$ cat src/rtl/register_file_pkg.sv
// Shared constants for register_file: reserved register addresses, their reset
// values and the bit-field layout of the UART configuration register.
package register_file_pkg;

    // Reserved register addresses exposed as live outputs
    localparam int unsigned OPERAND_A_ADDRESS      = 0;
    localparam int unsigned OPERAND_B_ADDRESS      = 1;
    localparam int unsigned UART_CONFIG_ADDRESS    = 2;
    localparam int unsigned DIVISION_RATIO_ADDRESS = 3;

    // Reset values: prescale 32, even parity, parity enabled; divide by 32
    localparam logic [7:0] UART_CONFIG_DEFAULT    = 8'h81;
    localparam logic [7:0] DIVISION_RATIO_DEFAULT = 8'h20;

    // UART_config bit fields
    localparam int unsigned UART_CFG_PARITY_EN_BIT   = 0;
    localparam int unsigned UART_CFG_PARITY_TYPE_BIT = 1;
    localparam int unsigned UART_CFG_PRESCALE_LSB    = 2;
    localparam int unsigned UART_CFG_PRESCALE_MSB    = 7;

endpackage : register_file_pkg

$ cat src/rtl/register_file.sv
// register_file: register array sitting behind the UART receive controller.
// Executes single-cycle write/read requests; reads return registered data with
// a one-cycle valid strobe. Registers 0..3 are tapped continuously as ALU
// operands, UART configuration and clock-divider ratio.
//
// Ports:
//   clk, reset (async, active-high)
//   address, write_enable, write_data, read_enable   - request from controller
//   read_data, read_data_valid                       - registered read result
//   operand_A, operand_B, UART_config, division_ratio - live register taps
//   write_rejected (REGISTER_FILE_CONFIG_LOCK_EN only) - discarded write strobe
//
// Build option: define REGISTER_FILE_CONFIG_LOCK_EN to make registers 2 and 3
// read-only to the controller.
module register_file
    import register_file_pkg::*;
#(
    parameter int unsigned DATA_WIDTH          = 8,
    parameter int unsigned REGISTER_FILE_DEPTH = 16
) (
    input  logic                                   clk,
    input  logic                                   reset,
    input  logic [$clog2(REGISTER_FILE_DEPTH)-1:0] address,
    input  logic                                   write_enable,
    input  logic [DATA_WIDTH-1:0]                  write_data,
    input  logic                                   read_enable,
`ifdef REGISTER_FILE_CONFIG_LOCK_EN
    output logic                                   write_rejected,
`endif
    output logic [DATA_WIDTH-1:0]                  read_data,
    output logic                                   read_data_valid,
    output logic [DATA_WIDTH-1:0]                  operand_A,
    output logic [DATA_WIDTH-1:0]                  operand_B,
    output logic [DATA_WIDTH-1:0]                  UART_config,
    output logic [DATA_WIDTH-1:0]                  division_ratio
);

    localparam int unsigned ADDR_WIDTH = $clog2(REGISTER_FILE_DEPTH);

    logic [DATA_WIDTH-1:0] regs_q [REGISTER_FILE_DEPTH];
    logic [DATA_WIDTH-1:0] regs_d [REGISTER_FILE_DEPTH];
    logic [DATA_WIDTH-1:0] read_data_q, read_data_d;
    logic                  read_data_valid_q, read_data_valid_d;
    logic                  addr_in_range;

    // Reset value of each register index
    function automatic logic [DATA_WIDTH-1:0] reset_value(input int unsigned idx);
        if (idx == UART_CONFIG_ADDRESS)    return DATA_WIDTH'(UART_CONFIG_DEFAULT);
        if (idx == DIVISION_RATIO_ADDRESS) return DATA_WIDTH'(DIVISION_RATIO_DEFAULT);
        return '0;
    endfunction

    // Every address code is legal for a power-of-two depth; otherwise bound it
    if (REGISTER_FILE_DEPTH == (1 << ADDR_WIDTH)) begin : g_full_range
        assign addr_in_range = 1'b1;
    end else begin : g_partial_range
        assign addr_in_range = (32'(address) < REGISTER_FILE_DEPTH);
    end

    // ---------------- write port ----------------
`ifdef REGISTER_FILE_CONFIG_LOCK_EN
    logic write_rejected_q, write_rejected_d;
`endif

    always_comb begin
        regs_d = regs_q;
`ifdef REGISTER_FILE_CONFIG_LOCK_EN
        write_rejected_d = 1'b0;
        if (write_enable && addr_in_range) begin
            if (32'(address) == UART_CONFIG_ADDRESS ||
                32'(address) == DIVISION_RATIO_ADDRESS) begin
                write_rejected_d = 1'b1;
            end else begin
                regs_d[address] = write_data;
            end
        end
`else
        if (write_enable && addr_in_range) begin
            regs_d[address] = write_data;
        end
`endif
    end

    always_ff @(posedge clk or posedge reset) begin
        if (reset) begin
            for (int i = 0; i < int'(REGISTER_FILE_DEPTH); i++) begin
                regs_q[i] <= reset_value(32'(i));
            end
`ifdef REGISTER_FILE_CONFIG_LOCK_EN
            write_rejected_q <= 1'b0;
`endif
        end else begin
            regs_q <= regs_d;
`ifdef REGISTER_FILE_CONFIG_LOCK_EN
            write_rejected_q <= write_rejected_d;
`endif
        end
    end

    // ---------------- read port ----------------
    // A simultaneous write takes priority; the read is dropped and data holds
    always_comb begin
        read_data_d       = read_data_q;
        read_data_valid_d = 1'b0;
        if (read_enable && !write_enable) begin
            read_data_valid_d = 1'b1;
            read_data_d       = addr_in_range ? regs_q[address] : '0;
        end
    end

    always_ff @(posedge clk or posedge reset) begin
        if (reset) begin
            read_data_q       <= '0;
            read_data_valid_q <= 1'b0;
        end else begin
            read_data_q       <= read_data_d;
            read_data_valid_q <= read_data_valid_d;
        end
    end

    // ---------------- outputs ----------------
    assign read_data       = read_data_q;
    assign read_data_valid = read_data_valid_q;
    assign operand_A       = regs_q[OPERAND_A_ADDRESS];
    assign operand_B       = regs_q[OPERAND_B_ADDRESS];
    assign UART_config     = regs_q[UART_CONFIG_ADDRESS];
    assign division_ratio  = regs_q[DIVISION_RATIO_ADDRESS];
`ifdef REGISTER_FILE_CONFIG_LOCK_EN
    assign write_rejected  = write_rejected_q;
`endif

endmodule : register_file

$ cat config.mk
export PLATFORM = sky130hd
export DESIGN_NAME = register_file
export DESIGN_NICKNAME = d
export VERILOG_FILES = /design/src/rtl/register_file_pkg.sv /design/src/rtl/register_file.sv
export SDC_FILE = /design/constraint.sdc
export NUM_CORES = 1
export LEC_CHECK = 0
export ABC_AREA = 1
export CAP_MARGIN = 30
export CELL_PAD_IN_SITES_DETAIL_PLACEMENT = 1
export CELL_PAD_IN_SITES_GLOBAL_PLACEMENT = 1
export CORE_UTILIZATION = 40
export CTS_CLUSTER_SIZE = 14
export DETAILED_ROUTE_END_ITERATION = 8
export PLACE_DENSITY_LB_ADDON = 0.1
export SYNTH_ARGS = -nofsm -noshare
export SYNTH_HDL_FRONTEND = slang
export SYNTH_SLANG_ARGS = --single-unit
$ cat constraint.sdc
create_clock -name clk -period 8.25 [get_ports clk]
set_input_delay 2.0625 -clock clk [delete_from_list [all_inputs] [get_ports clk]]
set_output_delay 2.0625 -clock clk [all_outputs]
set_load 0.05 [all_outputs]
After elaboration in Yosys (flattened, before gate mapping)
Index checks and enable logic that the tools add are counted.

word-level totals
  logic and storage cells = 31
  input bits = 16
  output and inout port bits = 41
  register bits after elaboration = 137

operators by class
  bitwise logic cells = 1
  $lt $le $gt $ge = 2
  reduce and logical (&&, ||, !) cells = 3
  mux-type cells = 7

operator list
  kind                                                                          number
  128-bit bitwise mux                                                           1
  8-bit binary-select mux with 4-bit select                                     1
  8-bit demux with 4-bit select                                                 1
  8-bit 2-to-1 mux                                                              3
  5-bit >= comparator, second input constant                                    1
  5-bit by 1-bit less-than comparator with 1-bit output, second input constant  1
  4-bit NOT with 5-bit output                                                   1
  1-bit logical AND                                                             2
  1-bit logical NOT                                                             1
  1-bit 2-to-1 mux                                                              1

Depth between registers and ports, before layout
  depth in word-level cells = 6
  depth in mapped cells = 11
  gate-level depth less buffers = 9

Worst setup path before layout
No wires, ideal clock.

  kind = in2reg
  start = input address[1]
  end = register regs_q[80] in the netlist's numbering
  path buffers = 2
  data required time = 8.173 ns
  arrival time = 2.960 ns
  library setup time = 0.077 ns
  stages = 9
  slack = 5.212 ns
  cell sequence = buf_4 > inv_4 > nand2_1 > nor2_2 > inv_2 > nor2_4 > buf_4 > nor2_1 > a21oi_1

between the ends
  cells in the longest elaborated chain, start to end = 6
  elaborated cells between the ends (all ways) = 7
  those cells by class = order compare (2); mux (3); bitwise (1); reduce/logical (1)

RTL lines
  what                                                                                                                line                 RTL
  from (decl)                                                                                                         register_file.sv:23  input logic [$clog2(REGISTER_FILE_DEPTH)-1:0] address,
  4-bit NOT with 5-bit output (not written as such) *                                                                 register_file.sv:79  regs_d[address] = write_data;
  5-bit >= comparator (not written as such) or 5-bit by 1-bit less-than comparator with 1-bit output (tied branches)  register_file.sv:79
  1-bit logical AND (not written as such)                                                                             register_file.sv:79
  8-bit 2-to-1 mux (not written as such)                                                                              register_file.sv:79
  8-bit demux with 4-bit select *                                                                                     register_file.sv:79
  128-bit bitwise mux *                                                                                               register_file.sv:79
  to (signal, indexed assignment)                                                                                     register_file.sv:87  regs_q[i] <= reset_value(32'(i));
  to (signal assigned)                                                                                                register_file.sv:93  regs_q <= regs_d;
  to (decl)                                                                                                           register_file.sv:40  logic [DATA_WIDTH-1:0] regs_q [REGISTER_FILE_DEPTH];

Every way passes the cells marked *; elsewhere a longest branch is shown, timed or not.
A chain may end at the register's enable or synchronous reset.

Worst setup path after layout
  start = input address[0]
  end = register regs_q[68] in the netlist's numbering

The elaborated chain is that of the path after synthesis.

==> impl_metrics.py <==
metrics = {
    "global_route": {
        "antenna_found_initial": 0,
        "grt_pass1_vias": 5907,
        "top_usage_layer": "met2",
        "grt_usage": 0.250,
        "grt_max_degree": 72,
        "grtUsageMet3": 0.0436,
        "grt_use_met1": 0.328,
        "grt_pass1_wl_microns": 31700,
        "use_met2": 0.420,
        "grt_overflow": 0,
    },
    "final_layout": {
        "num_antenna_cells": 0,
        "fillers": 1944,
        "final_nets": 864,
        "seqCellArea_sq_um": 3430,
        "drive_gt1_frac": 0.0685,
        "area_growth_pct": 14.9,
        "multiInputGateArea_sq_um": 2600,
    },
    "job": {
        "maxCapViolCount": 0,
    },
    "drt": {
        "viasPerCell": 5.14,
        "drt_iter0_markers": 246,
        "vias": 5541,
        "routed_wl_microns": 19700,
        "dr.pass1.iters": 4,
        "drc": 0,
        "wl_per_cell_microns": 18.3,
        "ant_nets": 0,
    },
    "critical_path": {
        "reg2reg_slack_ns": 7.04,
        "start_kind": "input pin",
        "cp_max_fo": 67,
        "timing.rr.start": "UART_config[0]$_DFFE_PP1P_",
        "crit_arrival_ns": 4.60,
        "cp.required_ns": 8.52,
        "regToRegEndpoint": "read_data[0]$_DFFE_PP0P_",
        "endpoint": "regs_q[68]$_DFFE_PP0P_",
        "ff2ff_path_depth": 8,
        "startpoint": "address[0]",
        "end_kind": "flip-flop",
        "worstSetupPathType": "input pin to flip-flop",
    },
    "floorplanning": {
        "pin_count": 57,
        "rows": 46,
        "die-area_sq_um": 17100,
        "start_util": 0.414,
        "fp.dieW_microns": 131,
        "die_y_microns": 131,
        "core_sq_um": 16100,
    },
    "min_path": {
        "hp-start": "regs_q[28]$_DFFE_PP0P_",
        "holdCritPathClass": "flip-flop to flip-flop",
    },
    "synth": {
        "synth.net_count": 865,
        "synthCells": 849,
        "ys_seq_elements": 137,
        "ys_seq_area_frac": 0.516,
        "synthArstFlopShare": 1.00,
        "syn_area_sq_um": 6650,
        "yosysTopAreaCell": "dfrtp_1",
        "synth.area.top_cells": "dfrtp_1, nand2_1, o21ai_0",
        "synthFlopType": "dfrtp_1",
        "synthTopCellsByCount": "nand2_1, dfrtp_1, nor2_1, o21ai_0, a21oi_1",
        "synth_enable_flop_cells": 0,
        "syn_avg_cell_area_sq_um": 7.83,
        "synth_cell_types": 22,
        "yosys_warnings": 0,
        "yosysMostFrequentCell": "nand2_1",
        "synth_top_area_frac": 0.504,
    },
    "sta": {
        "maxSlewHeadroom": 0.429,
        "worst_pin_slew_ns": 0.857,
        "fin_crit_sh": 0.525,
        "setup_tns_ns": 0,
        "max_freq_mhz": 231,
        "rsz0062_at_grt": "no",
        "setup_violations": 0,
        "fin_skew_ns": 0.00939,
        "finalCriticalPeriod_ns": 4.33,
        "timing.final.max_slew_violations": 0,
        "hold_viol": 0,
        "hold_slack_ns": 0.486,
    },
    "power": {
        "p_comb_frac": 0.234,
        "total_power_mw": 2.27,
        "seqPwrFrac": 0.403,
        "p_sw_frac": 0.328,
        "p_leak_nw": 3.64,
        "p_clk_frac": 0.363,
        "switching_power_mw": 0.746,
        "power_density_nw_per_um2": 297,
        "power.internal_mw": 1.53,
        "ir_drop_mv": 0.151,
    },
    "clocking": {
        "cts_buffers": 17,
        "h-tree-depth": 4,
        "clockBufferDepth": 2,
        "cts.reportedPaths.clkPinSlew_ns": 0.06,
        "numClockSinks": 137,
        "cts_resized": 0,
        "clk_latency_ns": 0.43,
        "cts_setup_buffers": 0,
        "cts_root_buf": "clkbuf_16",
        "tritoncts": "done",
        "hold_buffers": 0,
    },
    "placement": {
        "place.gp.congestion": 0.792,
        "dp_hpwl_microns": 12500,
        "portBuffers": 56,
    },
    "run_status": {
        "status": "finished, final reports clean",
    },
}
-- layer usage --
metal / wire [microns] / share of wire
met2: 9640 / 0.49
met3: 638 / 0.032
met4: 314 / 0.016
met1: 9070 / 0.46
met5: 0 / 0
-- stage by stage --
stage	instances	worst slack [ns]	utilization	area, sq um
global placement	1043	3.66	0.434	6970
CTS	1075	3.94	0.474	7610
floorplan	849	2.52	-	6650
finish	1077	3.92	0.476	7640
global route	1077	3.75	0.476	7640
detailed placement	1043	3.54	0.434	6970
-- logic make-up (layout without fill, tap and decap cells) --
group,count (synthesis),count (layout),synth area share
AOI/OAI and AO/OA,128,128,0.0963
buffers and inverters,101,113,0.0924
DFF,137,137,0.516
and+or+nand+nor,483,483,0.295
-- area by class of cell --
type,instances,share of cell area
flip-flops and latches,137,0.449
multi-input cells,611,0.341
repair buffers,62,0.0812
clock buffers,21,0.0616
well taps,216,0.0354
clock inverters,11,0.0221
inverters,19,0.00999
-- critical path, stage by stage --
cell and delay [ns]:
buf_2 0.08, buf_4 0.63, inv_2 0.48, buf_4 0.41
nor3_4 0.26, nand2_1 0.36, nand2_1 0.19, o21ai_0 0.10
-- power groups by stage --
| stage | logic [mW] | registers [mW] | clock network [mW] |
|---|---|---|---|
| final | 0.532 | 0.915 | 0.825 |
| after global routing | 0.588 | 0.931 | 0.866 |
| after CTS | 0.536 | 0.914 | 0.836 |
| after detailed placement | 0.532 | 0.923 | 0 |
| after global placement | 0.513 | 0.918 | 0 |
| after floorplan | 0.403 | 0.915 | 0 |
-- worst min-delay path by stage --
| stage | end | slack [ns] | cells past startpoint |
|---|---|---|---|
| floorplan | regs_q[64]$_DFFE_PP0P_ | 0.45 | 2 |
| global placement | regs_q[38]$_DFFE_PP0P_ | 0.47 | 2 |
| detailed placement | regs_q[28]$_DFFE_PP0P_ | 0.48 | 2 |
| CTS | regs_q[28]$_DFFE_PP0P_ | 0.49 | 2 |
| global route | regs_q[28]$_DFFE_PP0P_ | 0.51 | 2 |
| finish | regs_q[28]$_DFFE_PP0P_ | 0.49 | 2 |
-- cells in the final DEF (no fill, tap or decap) --
cell type,count
a21oi_1,48
buf_16,1
buf_2,1
buf_4,5
bufinv_16,4
clkbuf_1,1
clkbuf_16,17
clkbuf_8,3
clkdlybuf4s50_1,55
clkinv_1,1
clkinv_2,3
clkinv_4,3
clkinvlp_4,1
dfrtp_1,134
dfstp_2,3
inv_1,12
inv_2,4
inv_4,2
nand2_1,347
nand2_2,3
nand3_1,40
nand4_1,8
nor2_1,76
nor2_2,1
nor2_4,6
nor3_4,2
o21ai_0,76
o21ai_1,4
-- sequential cells by signal, indices dropped and copies added (netlist names) --
register,count
read_data,8
operand_B,8
UART_config,8
division_ratio,8
operand_A,8
regs_q,96
read_data_valid,1
Power figures use the tool's default switching activity.
